**config.mk**
```make
export PLATFORM = sky130hd
export DESIGN_NAME = p4_share_arbiter
export DESIGN_NICKNAME = d
export VERILOG_FILES = /design/src/rtl/p4_share_arbiter.sv
export SDC_FILE = /design/constraint.sdc
export NUM_CORES = 1
export LEC_CHECK = 0
export ABC_AREA = 1
export CAP_MARGIN = 40
export CORE_AREA = 2 2 165 167
export DETAILED_ROUTE_END_ITERATION = 10
export DIE_AREA = 0 0 167 169
export SETUP_SLACK_MARGIN = 0.5
export SLEW_MARGIN = 20
export SYNTH_ARGS = -nofsm -noshare
export SYNTH_HDL_FRONTEND = slang
export SYNTH_SLANG_ARGS = --single-unit
export TNS_END_PERCENT = 10
```
**constraint.sdc**
```tcl
create_clock -name clk -period 3.3 [get_ports clk]
set_input_delay 0.66 -clock clk [delete_from_list [all_inputs] [get_ports clk]]
set_output_delay 0.66 -clock clk [all_outputs]
set_load 0.02 [all_outputs]
```
**src/rtl/p4_share_arbiter.sv**
```systemverilog
// Round-robin arbiter sharing one external P4 adder among NREQ requesters, one op in flight.
// Optional: define P4_ARB_OVF_EN to add rsp_ovf, the signed overflow captured with the sum.
module p4_share_arbiter #(
    parameter int unsigned DWIDTH    = 32,
    parameter int unsigned NREQ      = 4,
    parameter int unsigned ADDER_LAT = 1,
    parameter int unsigned CNTW      = 16
) (
    input  logic                     clk,
    input  logic                     rst_n,
    input  logic [NREQ-1:0]          req_valid,
    output logic [NREQ-1:0]          req_ready,
    input  logic [NREQ*DWIDTH-1:0]   req_a,
    input  logic [NREQ*DWIDTH-1:0]   req_b,
    input  logic [NREQ-1:0]          req_cin,
    output logic [DWIDTH-1:0]        add_a,
    output logic [DWIDTH-1:0]        add_b,
    output logic                     add_cin,
    input  logic [DWIDTH-1:0]        add_s,
    input  logic                     add_cout,
    output logic                     rsp_valid,
    input  logic                     rsp_ready,
    output logic [DWIDTH-1:0]        rsp_sum,
    output logic                     rsp_cout,
    output logic [$clog2(NREQ)-1:0]  rsp_id,
    output logic                     busy,
    output logic [CNTW-1:0]          op_count
`ifdef P4_ARB_OVF_EN
    ,
    output logic                     rsp_ovf
`endif
);
    localparam int unsigned IDW  = $clog2(NREQ);
    localparam int unsigned LATW = (ADDER_LAT > 1) ? $clog2(ADDER_LAT) : 1;

    typedef enum logic [1:0] {StIdle, StExec, StResp} state_e;

    state_e            state_q, state_d;
    logic [IDW-1:0]    ptr_q, ptr_d;
    logic [LATW-1:0]   cnt_q, cnt_d;
    logic [DWIDTH-1:0] a_q, a_d, b_q, b_d, sum_q, sum_d;
    logic              cin_q, cin_d, cout_q, cout_d, vld_q, vld_d;
    logic [IDW-1:0]    id_q, id_d;
    logic [CNTW-1:0]   opc_q, opc_d;

    logic [DWIDTH-1:0] a_arr [NREQ];
    logic [DWIDTH-1:0] b_arr [NREQ];
    logic              grant_vld;
    logic [IDW-1:0]    grant_idx, scan_idx;

    for (genvar i = 0; i < NREQ; i++) begin : g_unpack
        assign a_arr[i] = req_a[i*DWIDTH +: DWIDTH];
        assign b_arr[i] = req_b[i*DWIDTH +: DWIDTH];
    end

    // Scan from the highest rotation offset down so the one nearest the pointer wins.
    always_comb begin
        grant_vld = 1'b0;
        grant_idx = '0;
        scan_idx  = '0;
        for (int k = int'(NREQ) - 1; k >= 0; k--) begin
            scan_idx = IDW'((int'(ptr_q) + k) % int'(NREQ));
            if (req_valid[scan_idx]) begin
                grant_vld = 1'b1;
                grant_idx = scan_idx;
            end
        end
    end

`ifdef P4_ARB_OVF_EN
    logic ovf_q, ovf_d;
`endif

    always_comb begin
        state_d   = state_q;
        ptr_d     = ptr_q;
        cnt_d     = cnt_q;
        a_d       = a_q;
        b_d       = b_q;
        cin_d     = cin_q;
        id_d      = id_q;
        sum_d     = sum_q;
        cout_d    = cout_q;
        vld_d     = vld_q;
        opc_d     = opc_q;
        req_ready = '0;
`ifdef P4_ARB_OVF_EN
        ovf_d     = ovf_q;
`endif
        unique case (state_q)
            StIdle: begin
                if (grant_vld) begin
                    req_ready = rst_n ? (NREQ'(1) << grant_idx) : '0;
                    a_d       = a_arr[grant_idx];
                    b_d       = b_arr[grant_idx];
                    cin_d     = req_cin[grant_idx];
                    id_d      = grant_idx;
                    ptr_d     = (grant_idx == IDW'(NREQ - 1)) ? '0 : grant_idx + 1'b1;
                    cnt_d     = LATW'(ADDER_LAT - 1);
                    state_d   = StExec;
                end
            end
            StExec: begin
                if (cnt_q != '0) begin
                    cnt_d = cnt_q - 1'b1;
                end else begin
                    sum_d   = add_s;
                    cout_d  = add_cout;
                    vld_d   = 1'b1;
                    state_d = StResp;
`ifdef P4_ARB_OVF_EN
                    ovf_d   = (a_q[DWIDTH-1] == b_q[DWIDTH-1]) &&
                              (add_s[DWIDTH-1] != a_q[DWIDTH-1]);
`endif
                end
            end
            StResp: begin
                if (rsp_ready) begin
                    vld_d   = 1'b0;
                    opc_d   = opc_q + 1'b1;
                    state_d = StIdle;
                end
            end
            default: state_d = StIdle;
        endcase
    end

    always_ff @(posedge clk or negedge rst_n) begin
        if (!rst_n) begin
            state_q <= StIdle;
            ptr_q   <= '0;
            cnt_q   <= '0;
            a_q     <= '0;
            b_q     <= '0;
            cin_q   <= 1'b0;
            id_q    <= '0;
            sum_q   <= '0;
            cout_q  <= 1'b0;
            vld_q   <= 1'b0;
            opc_q   <= '0;
`ifdef P4_ARB_OVF_EN
            ovf_q   <= 1'b0;
`endif
        end else begin
            state_q <= state_d;
            ptr_q   <= ptr_d;
            cnt_q   <= cnt_d;
            a_q     <= a_d;
            b_q     <= b_d;
            cin_q   <= cin_d;
            id_q    <= id_d;
            sum_q   <= sum_d;
            cout_q  <= cout_d;
            vld_q   <= vld_d;
            opc_q   <= opc_d;
`ifdef P4_ARB_OVF_EN
            ovf_q   <= ovf_d;
`endif
        end
    end

    assign add_a     = a_q;
    assign add_b     = b_q;
    assign add_cin   = cin_q;
    assign rsp_valid = vld_q;
    assign rsp_sum   = sum_q;
    assign rsp_cout  = cout_q;
    assign rsp_id    = id_q;
    assign op_count  = opc_q;
    assign busy      = (state_q != StIdle);
`ifdef P4_ARB_OVF_EN
    assign rsp_ovf   = ovf_q;
`endif

endmodule

```
==> run metrics, run 1 <==
run status=completed; n_diodes=0; grt met1 use=24.5%; Max IR drop VDD=0.650 mV; CTS tree=done; chip height=169 µm; Skew-Pair Late Insertion Delay=0.42 ns; Routed WL=29.7 mm; share of layout cells above drive strength 1=6.24%; gr busiest metal=met2; htree depth=4; Core Util, Final=49.4%; Area growth, synth to finish=66.9%; synthesized instance count=1209; Synth async-reset ratio=100%; Finish-stage setup viols=0; post-route ant nets=0; power per standard cell area=1020 nW/µm²; detailed placement HPWL=21.5 mm; endpoints failing hold=0; CTS Buf Count=17; Tot GR Track Use=20.7%; Worst setup SP type=register; first-pass GRT wire length=46.6 mm; largest area contributor in the netlist=dfrtp_1; Leak=6.69 nW; DRC Markers=0; Max Cap Violations=0; EDFF count, synth=0; initial antenna violation count=0; drt pass-1 iters=5; ranking of synthesized cells by area=dfrtp_1 39%, nand2_1 21%, nand3_1 15%; register area share after synthesis=38.6%; Final min period=2.77 ns; grt ovf=0; die footprint=28200 µm²; synthesized area=7840 µm²; worst-margin pin slew=0.773 ns; syn nets=1511; nets=1908; unrepaired setup endpoints after global routing=true; area of the core=26500 µm²; I/O Pins=422; critical path class=register to output pin; largest net degree at the start of global routing=122; Worst-path clk slew=0.07 ns; Final GP Congestion=0.827; Die Wd=167 µm; grt met3 use=5.61%; CTS max path bufs=2; worst min path class=input pin to async pin; cell count after placement=1924; f_max=361 MHz; Avg WL per Cell=15.1 µm; worst setup margin=0.527 ns; Setup crit end kind=output pin; clk_skew=0.0146 ns; synth unique cells=36; Row Count=60; GRT met2 Usage=36.1%; total clock sinks=121; Tcrit/Tclk final=84.0%; worst reg2reg path depth=15; critical path data required time=2.64 ns; worst slack at placement=-0.136 ns; Post-Layout Cell Count=1960; worst-path fanout max=8; CP arrival=2.11 ns; syn avg cell area=6.48 µm²; Initial Util=29.6%; YS warnings=0; vias in the first global route=8599; Synth top area share=38.6%; vias per cell=4.43; iteration-0 DRC count of the detailed router=424; via count=8692; Slew headroom=48.5%; #FFs+latches synth=121; clock root buffer=clkbuf_16; Slew Limit Fails=0; main flop type after synthesis=dfrtp_1; port bufs=421
==> report_power, final <==
group | internal (mW) | switching, mW | total [mW]
Combinational | 3.43 | 5.27 | 8.70
Sequential | 2.21 | 0.397 | 2.61
Clock | 1.21 | 0.776 | 1.99
Total | 6.85 | 6.45 | 13.3
==> cell usage in the layout (no fill, tap or decap), drive strengths merged <==
cell type | synthesis | layout
clkdlybuf4s15 | 0 | 1
clkbuf | 32 | 18
mux2 | 1 | 1
nor4 | 1 | 1
clkdlybuf4s50 | 0 | 412
nor3 | 3 | 3
dlygate4sd2 | 0 | 4
xnor2 | 3 | 3
nor3b | 1 | 1
nand4 | 3 | 3
clkinv | 1 | 3
buf | 35 | 28
dfrtp | 121 | 121
o21ai | 4 | 4
a21boi | 1 | 1
nand2 | 444 | 444
nor2 | 17 | 17
o21a | 1 | 1
a21oi | 1 | 1
ha | 2 | 2
inv | 226 | 233
clkinvlp | 0 | 2
a31oi | 2 | 2
bufinv | 0 | 3
and2 | 1 | 1
o22ai | 1 | 1
or2 | 58 | 58
nand3 | 239 | 239
xor2 | 11 | 11
==> repair_timing <==
item | CTS | global route
pin swaps | 6 | 12
setup buffers | 2 | 1
endpoints found under the setup margin | 4 | 11
hold buffers | 0 | 0
resized for setup | 29 | 18
==> kinds of logic (layout without fill, tap and decap cells) <==
group	Yosys count	count (layout)	share of synthesized area, %
fa+ha+maj	2	2	0.319
mux	1	1	0.144
compound gates	10	10	0.750
simple gates	767	767	43.0
xor+xnor	14	14	1.56
buf+inv	294	704	15.6
flops	121	121	38.6
==> per-layer routing <==
| metal | wire, µm | part of all wire (%) |
|---|---|---|
| met1 | 12100 | 41 |
| met2 | 14500 | 49 |
| met3 | 2330 | 7.8 |
| met4 | 702 | 2.4 |
| met5 | 0 | 0 |
==> final timing paths <==
| kind | start | to | slack (ns) |
|---|---|---|---|
| worst max-delay path | ptr_q[0] | req_ready[3] | 0.53 |
| worst min-delay path | rst_n | add_b[17] | 0.35 |
| worst max register to register | ptr_q[0] | add_b[21] | 0.71 |
| worst min register to register | rsp_sum[8] | rsp_sum[8] | 0.47 |
| max in group asynchronous | rst_n | ptr_q[0] | 2.32 |
| min in group clk | rsp_sum[8] | rsp_sum[8] | 0.47 |
==> layout make-up <==
| class | count | area, µm² |
|---|---|---|
| fillers | 2672 | 13400 |
| repair buffers | 445 | 4450 |
| multi-input cells | 794 | 3700 |
| flip-flops and latches | 121 | 3030 |
| inverters | 227 | 857 |
| clock buffers | 18 | 429 |
| well taps | 341 | 427 |
| clock inverters | 14 | 183 |
==> worst max-delay path: stages (launching register included) <==
cell      delay [ns]
dfrtp_2         0.48
clkinv_4        0.12
nand2_2         0.07
nand2_4         0.08
nand2_2         0.05
o22ai_1         0.12
nand2_1         0.12
a21boi_4        0.18
ha_2            0.17
nor3b_2         0.15
buf_4           0.16
==> Yosys cell counts, types with 2 or more instances <==
library cell	number
a31oi_1	2
buf_1	3
buf_2	14
buf_4	10
buf_6	8
clkbuf_1	32
dfrtp_1	121
ha_1	2
inv_1	221
inv_2	4
nand2_1	442
nand3_1	238
nand4_1	3
nor2_1	15
nor2_2	2
nor3_1	3
o21ai_0	2
o21ai_1	2
or2_0	36
or2_1	21
xnor2_1	3
xor2_1	11
==> flip-flops by register name, indices dropped and copies added, names as in the netlist <==
| name | count |
|---|---|
| ptr_q | 2 |
| rsp_cout | 1 |
| add_cin | 1 |
| add_b | 32 |
| state_q | 2 |
| rsp_valid | 1 |
| op_count | 16 |
| rsp_sum | 32 |
| rsp_id | 2 |
| add_a | 32 |
==> per-stage QoR <==
step / instance area [µm²] / hold WS (ns) / TNS [ns] / total power [mW]
5_1_grt: 13100 / 0.379 / 0 / 14.5
3_5_place_dp: 12400 / 0.457 / -0.269 / 11.3
4_1_cts: 13000 / 0.437 / 0 / 13.4
2_1_floorplan: 7840 / 0.364 / 0 / 8.10
3_3_place_gp: 12300 / 0.454 / -0.197 / 11.1
6_report: 13100 / 0.345 / 0 / 13.3
Power figures use the tool's default switching activity.
==> inputs of run 2 (changes only) <==
--- a/config.mk
+++ b/config.mk
@@ -10,6 +10,7 @@
 export CORE_AREA = 2 2 165 167
 export DETAILED_ROUTE_END_ITERATION = 10
 export DIE_AREA = 0 0 167 169
+export PLACE_DENSITY = 0.66
 export SETUP_SLACK_MARGIN = 0.5
 export SLEW_MARGIN = 20
 export SYNTH_ARGS = -nofsm -noshare
==> constraint.sdc (replaced) <==
create_clock -name clk -period 2.4 [get_ports clk]
set_input_delay 0.48 -clock clk [delete_from_list [all_inputs] [get_ports clk]]
set_output_delay 0.48 -clock clk [all_outputs]
set_load 0.02 [all_outputs]
==> run 2 against run 1 <==
  * Clock skew down 0.0039 ns
  * The run now ends with setup timing left
  * Largest power group unchanged
  * Clock power up 33%
  * Cell area up 3.8%
  * Global-route usage about the same
  * Count of clock-buffer cells in the layout unchanged
  * Sequential share of layout area down 0.86 points
  * Wire length up 5.4%
  * Die area unchanged
==> run metrics, run 2 (synthesis results as in run 1) <==
DRC Markers=0 (unchanged); combinational power share=68.1% (+2.6 points); clock root buffer=clkbuf_16; sequential group share of total power=18.3% (-1.3 points); vias per cell=4.52 (+1.9%); total clock sinks=121 (unchanged); reg2reg end=add_b[30]; share of layout cells above drive strength 1=8.59% (+2.4 points); Finish-stage setup viols=4 (+4); nets=1930 (+1.2%); CP arrival=2.12 ns (about the same); htree depth=4 (unchanged); detailed placement HPWL=21.4 mm (-0.38%); port bufs=421 (unchanged); iteration-0 DRC count of the detailed router=442 (+4.2%); switching power=9.48 mW (+47%); die footprint=28200 µm² (unchanged); Slew headroom=59.8% (+11 points); clk_skew=0.0107 ns (-0.00390 ns); Setup crit end kind=output pin; Switching Fraction=48.7% (+0.23 points); f_max=385 MHz; Leak=7.36 nW (+10%); Tcrit/Tclk final=108%; Area growth, synth to finish=73.3%; critical path data required time=1.92 ns (-0.72 ns); Slew Limit Fails=0 (unchanged); CTS tree=done; n_diodes=0 (unchanged); chip height=169 µm (unchanged); commonest non-fill, non-tap cell in the layout=nand2_1; Avg WL per Cell=15.8 µm (+4.3%); largest net degree at the start of global routing=87 (-29%); endpoints failing hold=0 (unchanged); cell count after placement=1933 (+0.47%); Max Cap Violations=0 (unchanged); total chip power=19.5 mW (+46%); critical path class=register to output pin; violated checks=setup timing; I/O Pins=422 (unchanged); Post-Layout Cell Count=1982 (+1.1%); worst-margin pin slew=0.603 ns (-0.170 ns); most frequent cells in the layout=418 x nand2_1, 328 x clkdlybuf4s50_1, 233 x nand3_1; Pint=9.98 mW (+46%); Worst-path clk slew=0.07 ns (about the same); Routed WL=31.3 mm (+5.4%); Die Wd=167 µm (unchanged); CTS Buf Count=17 (unchanged); area of the core=26500 µm² (unchanged); Initial Util=29.6% (unchanged); R2R Setup Slk=0.07 ns (-0.64 ns); initial antenna violation count=3 (+3); Skew-Pair Late Insertion Delay=0.42 ns (about the same); worst reg2reg path depth=15 (unchanged); first-pass GRT wire length=46.4 mm (-0.53%); grt ovf=0 (unchanged); hold slack=0.175 ns (-0.170 ns); Fill cells=2611 (-2.3%); Row Count=60 (unchanged); vias in the first global route=8676 (+0.90%); drt pass-1 iters=5 (unchanged); CTS max path bufs=2 (unchanged); Core Util, Final=51.3% (+1.9 points); Clock Power Share=13.6% (-1.3 points); worst-path fanout max=4 (-4); Tot GR Track Use=20.7% (-0.048 points); Final min period=2.60 ns; unrepaired setup endpoints after global routing=true; Max IR drop VDD=1.19 mV (+84%); Worst setup SP type=register; worst setup margin=-0.198 ns (-0.725 ns); r2r startpoint=ptr_q[0]; Final GP Congestion=0.834 (+0.86%); worst min path class=input pin to async pin; run status=finished with violations; via count=8955 (+3.0%); power per standard cell area=1430 nW/µm² (+41%); post-route ant nets=0 (unchanged)
[run 2: cell count changes in the layout (fill, tap and decap cells not counted), moves of 5 or more]
cell,previous run,this run
clkbuf_16,17,24
nand2_1,424,418
clkdlybuf4s50_1,412,328
dlymetal6s2s_1,0,26
nand3_1,238,233
dlygate4sd2_1,4,61
buf_6,1,9
nand2_4,3,10
[run 2: cell type report]
type,instances,area (µm²),share of cell area [%]
flip-flops and latches,121,3030,22.3
repair buffers,467,4820,35.5
multi-input cells,794,3850,28.3
clock inverters,14,164,1.21
well taps,341,427,3.14
inverters,227,862,6.35
clock buffers,18,429,3.16
[run 2: worst max path at each step]
stage,slack [ns],start,to,depth (start not counted)
2_1_floorplan,0.13,ptr_q[0],req_ready[3],14
3_3_place_gp,-0.63,req_valid[3],req_ready[3],12
3_5_place_dp,-0.68,req_valid[2],req_ready[3],12
4_1_cts,-0.19,ptr_q[0],req_ready[3],10
5_1_grt,-0.29,ptr_q[0],req_ready[3],11
6_report,-0.20,ptr_q[0],req_ready[3],12
[run 2: metrics by stage]
stage / instance area, µm² / setup TNS, ns / worst slack [ns]
detailed placement: 12500 / -28.61 / -0.681
floorplan: 7910 / 0 / 0.128
finish: 13600 / -0.692 / -0.198
global placement: 12400 / -29.81 / -0.633
CTS: 13100 / -0.426 / -0.194
global route: 13600 / -1.18 / -0.293
[run 2: timing repair]
item / CTS / global route
endpoints found under the setup margin: 135 / 102
gates resized for setup: 123 / 64
pin swaps: 25 / 9
cloned: 0 / 7
hold buffers: 0 / 0
buffers inserted: 5 / 5
[run 2: per-layer routing]
metal | global-route usage (%) | vias to the layer above | routed length [µm]
met5 | 0 | - | 40
met4 | 5.92 | 6 | 709
met3 | 6.29 | 42 | 2540
met2 | 37.5 | 344 | 15500
met1 | 23.5 | 4082 | 12500
li1 | - | 4481 | -
[run 2: worst max-delay path: stages (launching register included)]
cell and delay (ns):
dfrtp_2 0.46, buf_12 0.15, nand2_1 0.07, nand2_2 0.09, nand2_2 0.08, nand2_2 0.06
nor2_4 0.15, nor2_4 0.05, nand2_4 0.09, nand2_8 0.07, ha_4 0.15, nor3b_4 0.14
buf_6 0.13
[run 2: power by group through the flow]
stage | combinational [mW] | sequential, mW | clock, mW
floorplan | 6.69 | 4.62 | 0
global placement | 11.6 | 3.58 | 0
detailed placement | 11.9 | 3.60 | 0
CTS | 12.1 | 3.56 | 2.73
global route | 14.7 | 3.67 | 2.80
finish | 13.3 | 3.56 | 2.65
